===== config.mk =====
export PLATFORM = sky130hd
export DESIGN_NAME = phys_reg_free_list
export DESIGN_NICKNAME = d
export VERILOG_FILES = /design/src/rtl/phys_reg_free_list.sv
export SDC_FILE = /design/constraint.sdc
export NUM_CORES = 1
export LEC_CHECK = 0
export BUFFER_PORTS_ARGS = -buffer_cell sky130_fd_sc_hd__buf_4
export CELL_PAD_IN_SITES_DETAIL_PLACEMENT = 0
export CELL_PAD_IN_SITES_GLOBAL_PLACEMENT = 1
export CORE_UTILIZATION = 40
export CTS_CLUSTER_DIAMETER = 200
export DETAILED_ROUTE_END_ITERATION = 8
export PLACE_DENSITY_LB_ADDON = 0.1
export SYNTH_ARGS = -nofsm -noshare
export SYNTH_HDL_FRONTEND = slang
export SYNTH_SLANG_ARGS = --single-unit

===== constraint.sdc =====
create_clock -name CLK -period 2 [get_ports CLK]
set_input_delay 0.4 -clock CLK [delete_from_list [all_inputs] [get_ports CLK]]
set_output_delay 0.4 -clock CLK [all_outputs]
set_load 0.02 [all_outputs]

===== src/rtl/phys_reg_free_list.sv =====
// Free list of physical register tags for rename.
// Circular FIFO: dispatch consumes the head tag, ROB commit returns freed tags at the tail.
// Per-column head checkpoints let a mispredict restore the head in a single cycle.
module phys_reg_free_list #(
   parameter int DEPTH        = 32,
   parameter int TAG_WIDTH    = 6,
   parameter int FIRST_FREE   = 32,
   parameter int CKPT_COLUMNS = 4
) (
   input  logic                            CLK,
   input  logic                            nRST,
   input  logic                            dispatch_dequeue,
   output logic [TAG_WIDTH-1:0]            free_reg_tag,
   output logic                            empty,
   output logic                            full,
   input  logic                            commit_enqueue,
   input  logic [TAG_WIDTH-1:0]            commit_tag,
   input  logic                            ckpt_save,
   input  logic [$clog2(CKPT_COLUMNS)-1:0] ckpt_save_column,
   input  logic                            ckpt_restore,
   input  logic [$clog2(CKPT_COLUMNS)-1:0] ckpt_restore_column,
   output logic                            overflow_error
);

   localparam int IDX_W = $clog2(DEPTH);
   localparam int PTR_W = IDX_W + 1;

   logic [TAG_WIDTH-1:0] mem [DEPTH];
   logic [PTR_W-1:0]     head;
   logic [PTR_W-1:0]     tail;
   logic [PTR_W-1:0]     head_next;
   logic [PTR_W-1:0]     tail_next;
   logic [PTR_W-1:0]     ckpt [CKPT_COLUMNS];
   logic                 deq_ok;
   logic                 enq_ok;

   assign empty        = (head == tail);
   assign full         = (head[IDX_W-1:0] == tail[IDX_W-1:0]) && (head[IDX_W] != tail[IDX_W]);
   assign free_reg_tag = mem[head[IDX_W-1:0]];

   // Accept decisions and next pointers; a restore overrides any dequeue on the head.
   always_comb begin
      deq_ok    = dispatch_dequeue && !empty && !ckpt_restore;
      enq_ok    = commit_enqueue && (!full || deq_ok);
      head_next = head + PTR_W'(deq_ok);
      if (ckpt_restore) begin
         head_next = ckpt[ckpt_restore_column];
      end
      tail_next = tail + PTR_W'(enq_ok);
   end

   // Pointer, checkpoint and error-flag registers.
   always_ff @(posedge CLK or negedge nRST) begin
      if (!nRST) begin
         head           <= '0;
         tail           <= {1'b1, {IDX_W{1'b0}}};
         overflow_error <= 1'b0;
         for (int c = 0; c < CKPT_COLUMNS; c++) begin
            ckpt[c] <= '0;
         end
      end else begin
         head <= head_next;
         tail <= tail_next;
         if (ckpt_save) begin
            ckpt[ckpt_save_column] <= head_next;
         end
         if (commit_enqueue && !enq_ok) begin
            overflow_error <= 1'b1;
         end
      end
   end

   // Tag storage; reset preloads the tags not mapped to architectural registers.
   always_ff @(posedge CLK or negedge nRST) begin
      if (!nRST) begin
         for (int i = 0; i < DEPTH; i++) begin
            mem[i] <= TAG_WIDTH'(FIRST_FREE + i);
         end
      end else if (enq_ok) begin
         mem[tail[IDX_W-1:0]] <= commit_tag;
      end
   end

endmodule


==> results_dict.tcl <==
set metrics [dict create \
    grt_pass1_vias 7491 \
    numCtsBuffers 27 \
    p_leak_nw 6.29 \
    slew_violations 0 \
    yosys_warnings 0 \
    cp.arrival_ps 2380 \
    grt_pass1_wl_um 46400 \
    startpoint_type "flop" \
    cts_max_path_buffers 3 \
    core_um2 26300 \
    switching_share_pct 30.6 \
    clk-insertion-delay-late_ps 520 \
    fin_ws_ps -778 \
    routedWlPerCell_um 24.1 \
    worstPathMaxFanout 12 \
    rsz0062_at_grt "yes" \
    path_cells "buf_12 -> buf_12 -> mux4_2 -> a21oi_2 -> buf_4 -> a22oi_2 -> buf_4" \
    whs_endpoint "overflow_error" \
    ir_drop_mv 0.697 \
    setup_viol_count_final 230 \
    hold_viol 0 \
    cpLargestDelayFamily "buffers and inverters" \
    drtIter0Drc 354 \
    tns_ps -41390 \
    clockRootBuffer "clkbuf_16" \
    boundaryPins 25 \
    io_buffers 24 \
    cts_tree "yes" \
    synth_top_area_share_pct 27.4 \
    globalplace.congestion 0.782 \
    critical_path_required_ps 1600 \
    initial_utilization_pct 41.2 \
    die_h_um 167 \
    p_sw_mw 6.64 \
    min_period_ps 2780 \
    grt_util_all_layers_pct 21.5 \
    fmax_mhz 360 \
    final_core_util_pct 54.3 \
    syn_avg_cell_area_um2 14.0 \
    ant_nets 0 \
    synthTopCellsByCount "mux2_1 (190), dfrtp_1 (116), dfstp_2 (113)" \
    vias 6719 \
    synth_flop_cell "dfrtp_1" \
    dp_hpwl_um 18100 \
    syn-num-nets 791 \
    grt_max_degree 58 \
    rows 59 \
    antenna_found_initial 0 \
    num_antenna_cells 0 \
    htree_levels 1 \
    cp_slowest_cell "mux4_2" \
    r2r_end "ckpt[16]" \
    synth-seq-area-share_pct 54.2 \
    min_path_type "primary input to flop" \
    status "complete, but fails checks" \
    synth_edf_count 0 \
    die_w_um 167 \
    p_seq_share_pct 37.9 \
    intPower_mw 15.1 \
    path_clk_slew_ps 60 \
    drv_cap 0 \
    synth_seq_cells 229 \
    min_path_cells 2 \
    worst_pin_slew_ps 719 \
    fin_total_pwr_mw 21.7 \
    wirelength_um 28800 \
    area_growth_pct 31.8 \
    viasPerCell 5.61 \
    rr_startpoint "head[0]" \
    die-area_um2 27700 \
    critical_path.max_stage_delay_ps 530 \
    overflow 0 \
    yosys-top-cells-area "dfstp_2 (27%), dfrtp_1 (27%), mux2_1 (20%)" \
    p_per_area_nw_per_um2 1520 \
    drc 3 \
    syn_inst 771 \
    synthArstFlopShare_pct 100 \
    dr.pass1.iters 6 \
    critPathCaptureType "output pin" \
    placed_cell_area_um2 12000 \
    nets 863 \
    clkPwrFrac_pct 21.8 \
    fin_area_um2 14300 \
    fin_skew_ps 17.9 \
    crit_buf_inv 4 \
    synth.distinct_cells 39 \
    drive_above_1_share_pct 67.6 \
    synth_top_area_cell "dfstp_2" \
    cts.sinks 229 \
    timing.final.crit_share_pct 139 \
    power_frac_comb_pct 40.3 \
    critPathKind "flop to output pin" \
    reg2regPathDepth 13 \
    yosysMostFrequentCell "mux2_1" \
    failed_checks "design-rule violations, negative setup slack" \
    dpl_worst_slack_ps -482 \
    synth_area_um2 10800 \
    max_slew_margin_pct 51.9 \
    r2r_slack_ps -350 \
    hold_start "commit_enqueue" \
]
==> registers in the layout, indices dropped and copies added, names as in the netlist <==
name	cells
tail	6
overflow_error	1
head	6
ckpt	24
mem	192
==> cell families after synthesis <==
kind of cell | share of synthesized area [%]
xor gates and xnor gates | 1.13
AOI/OAI and AO/OA | 4.80
muxes | 30.9
and+or+nand+nor | 5.74
adders and majority gates | 0.462
buffers and inverters | 2.68
DFF | 54.2
==> worst register-to-register path: stages, from the launching register on <==
cell and delay [ps]:
dfrtp_4 500, buf_4 140, xor2_1 140, nor3_2 170, nand2_1 120, nor2_4 130
nor2_4 70, ha_4 180, ha_4 170, nand3_2 70, xor2_1 150, nor2_1 60
a21oi_2 220, o21ai_1 90
==> placed cells by master, fill, tap and decap left out, drive strengths merged, types with 3 or more instances in the layout <==
cell type,Yosys,routed
nand3b,4,4
o221ai,6,6
inv,7,7
xor2,10,10
and3,8,8
o22ai,6,6
buf,17,104
a22oi,6,6
dfrtp,116,116
mux2,192,192
nand3,30,30
ha,4,4
dfstp,113,113
xnor2,4,4
nor3b,4,4
a221oi,12,12
and3b,6,6
clkinv,0,3
mux2i,51,51
a211oi,6,6
mux4,30,30
o21ai,36,36
clkbuf,45,44
nor2,11,11
nand2,28,28
a21oi,9,9
==> area by class of cell <==
type	instances	area, um^2
timing repair buffer	105	1050
clock inverter	5	75.1
multi-input combinational	473	6030
sequential	229	5880
inverter	7	26.3
clock buffer	44	779
fill	2127	12000
tap	335	419
==> worst max path at each step <==
stage / start / end / slack, ps / depth (start not counted)
floorplan: head[0] / ckpt[10] / -230 / 13
global placement: head[0] / free_reg_tag[0] / -480 / 6
detailed placement: head[0] / free_reg_tag[0] / -480 / 6
CTS: head[0] / free_reg_tag[0] / -790 / 6
global route: head[2] / free_reg_tag[2] / -850 / 7
finish: head[0] / free_reg_tag[2] / -780 / 7
==> stage by stage <==
stage / instances / hold WS, ps
after global routing: 1198 / 137
after global placement: 1140 / 379
after detailed placement: 1140 / 383
after floorplan: 771 / 104
final: 1198 / 145
after CTS: 1195 / 130
==> power groups by stage <==
| stage | Clock (mW) | Combinational [mW] | Sequential (mW) |
|---|---|---|---|
| global route | 5.04 | 9.32 | 8.46 |
| CTS | 4.86 | 8.42 | 8.18 |
| finish | 4.73 | 8.77 | 8.24 |
| floorplan | 0 | 4.32 | 7.81 |
| global placement | 0 | 6.34 | 8.06 |
| detailed placement | 0 | 6.51 | 8.17 |
==> what timing repair did <==
item	4_1_cts	5_1_grt
gates resized for setup	286	57
buffers inserted	6	6
pin swaps	28	18
hold endpoints to repair	22	0
endpoints found under the setup margin	212	235
hold buffers	1	0
cloned	3	0
==> routing by layer <==
metal / global-route usage, % / wire [um] / vias to the layer above
met4: 6.12 / 700 / 0
met1: 29.9 / 13300 / 3607
met5: 0 / 0 / -
met3: 2.88 / 823 / 43
li1: - / - / 2978
met2: 35.2 / 14000 / 91
No activity file was read; power rests on OpenSTA's default activity.
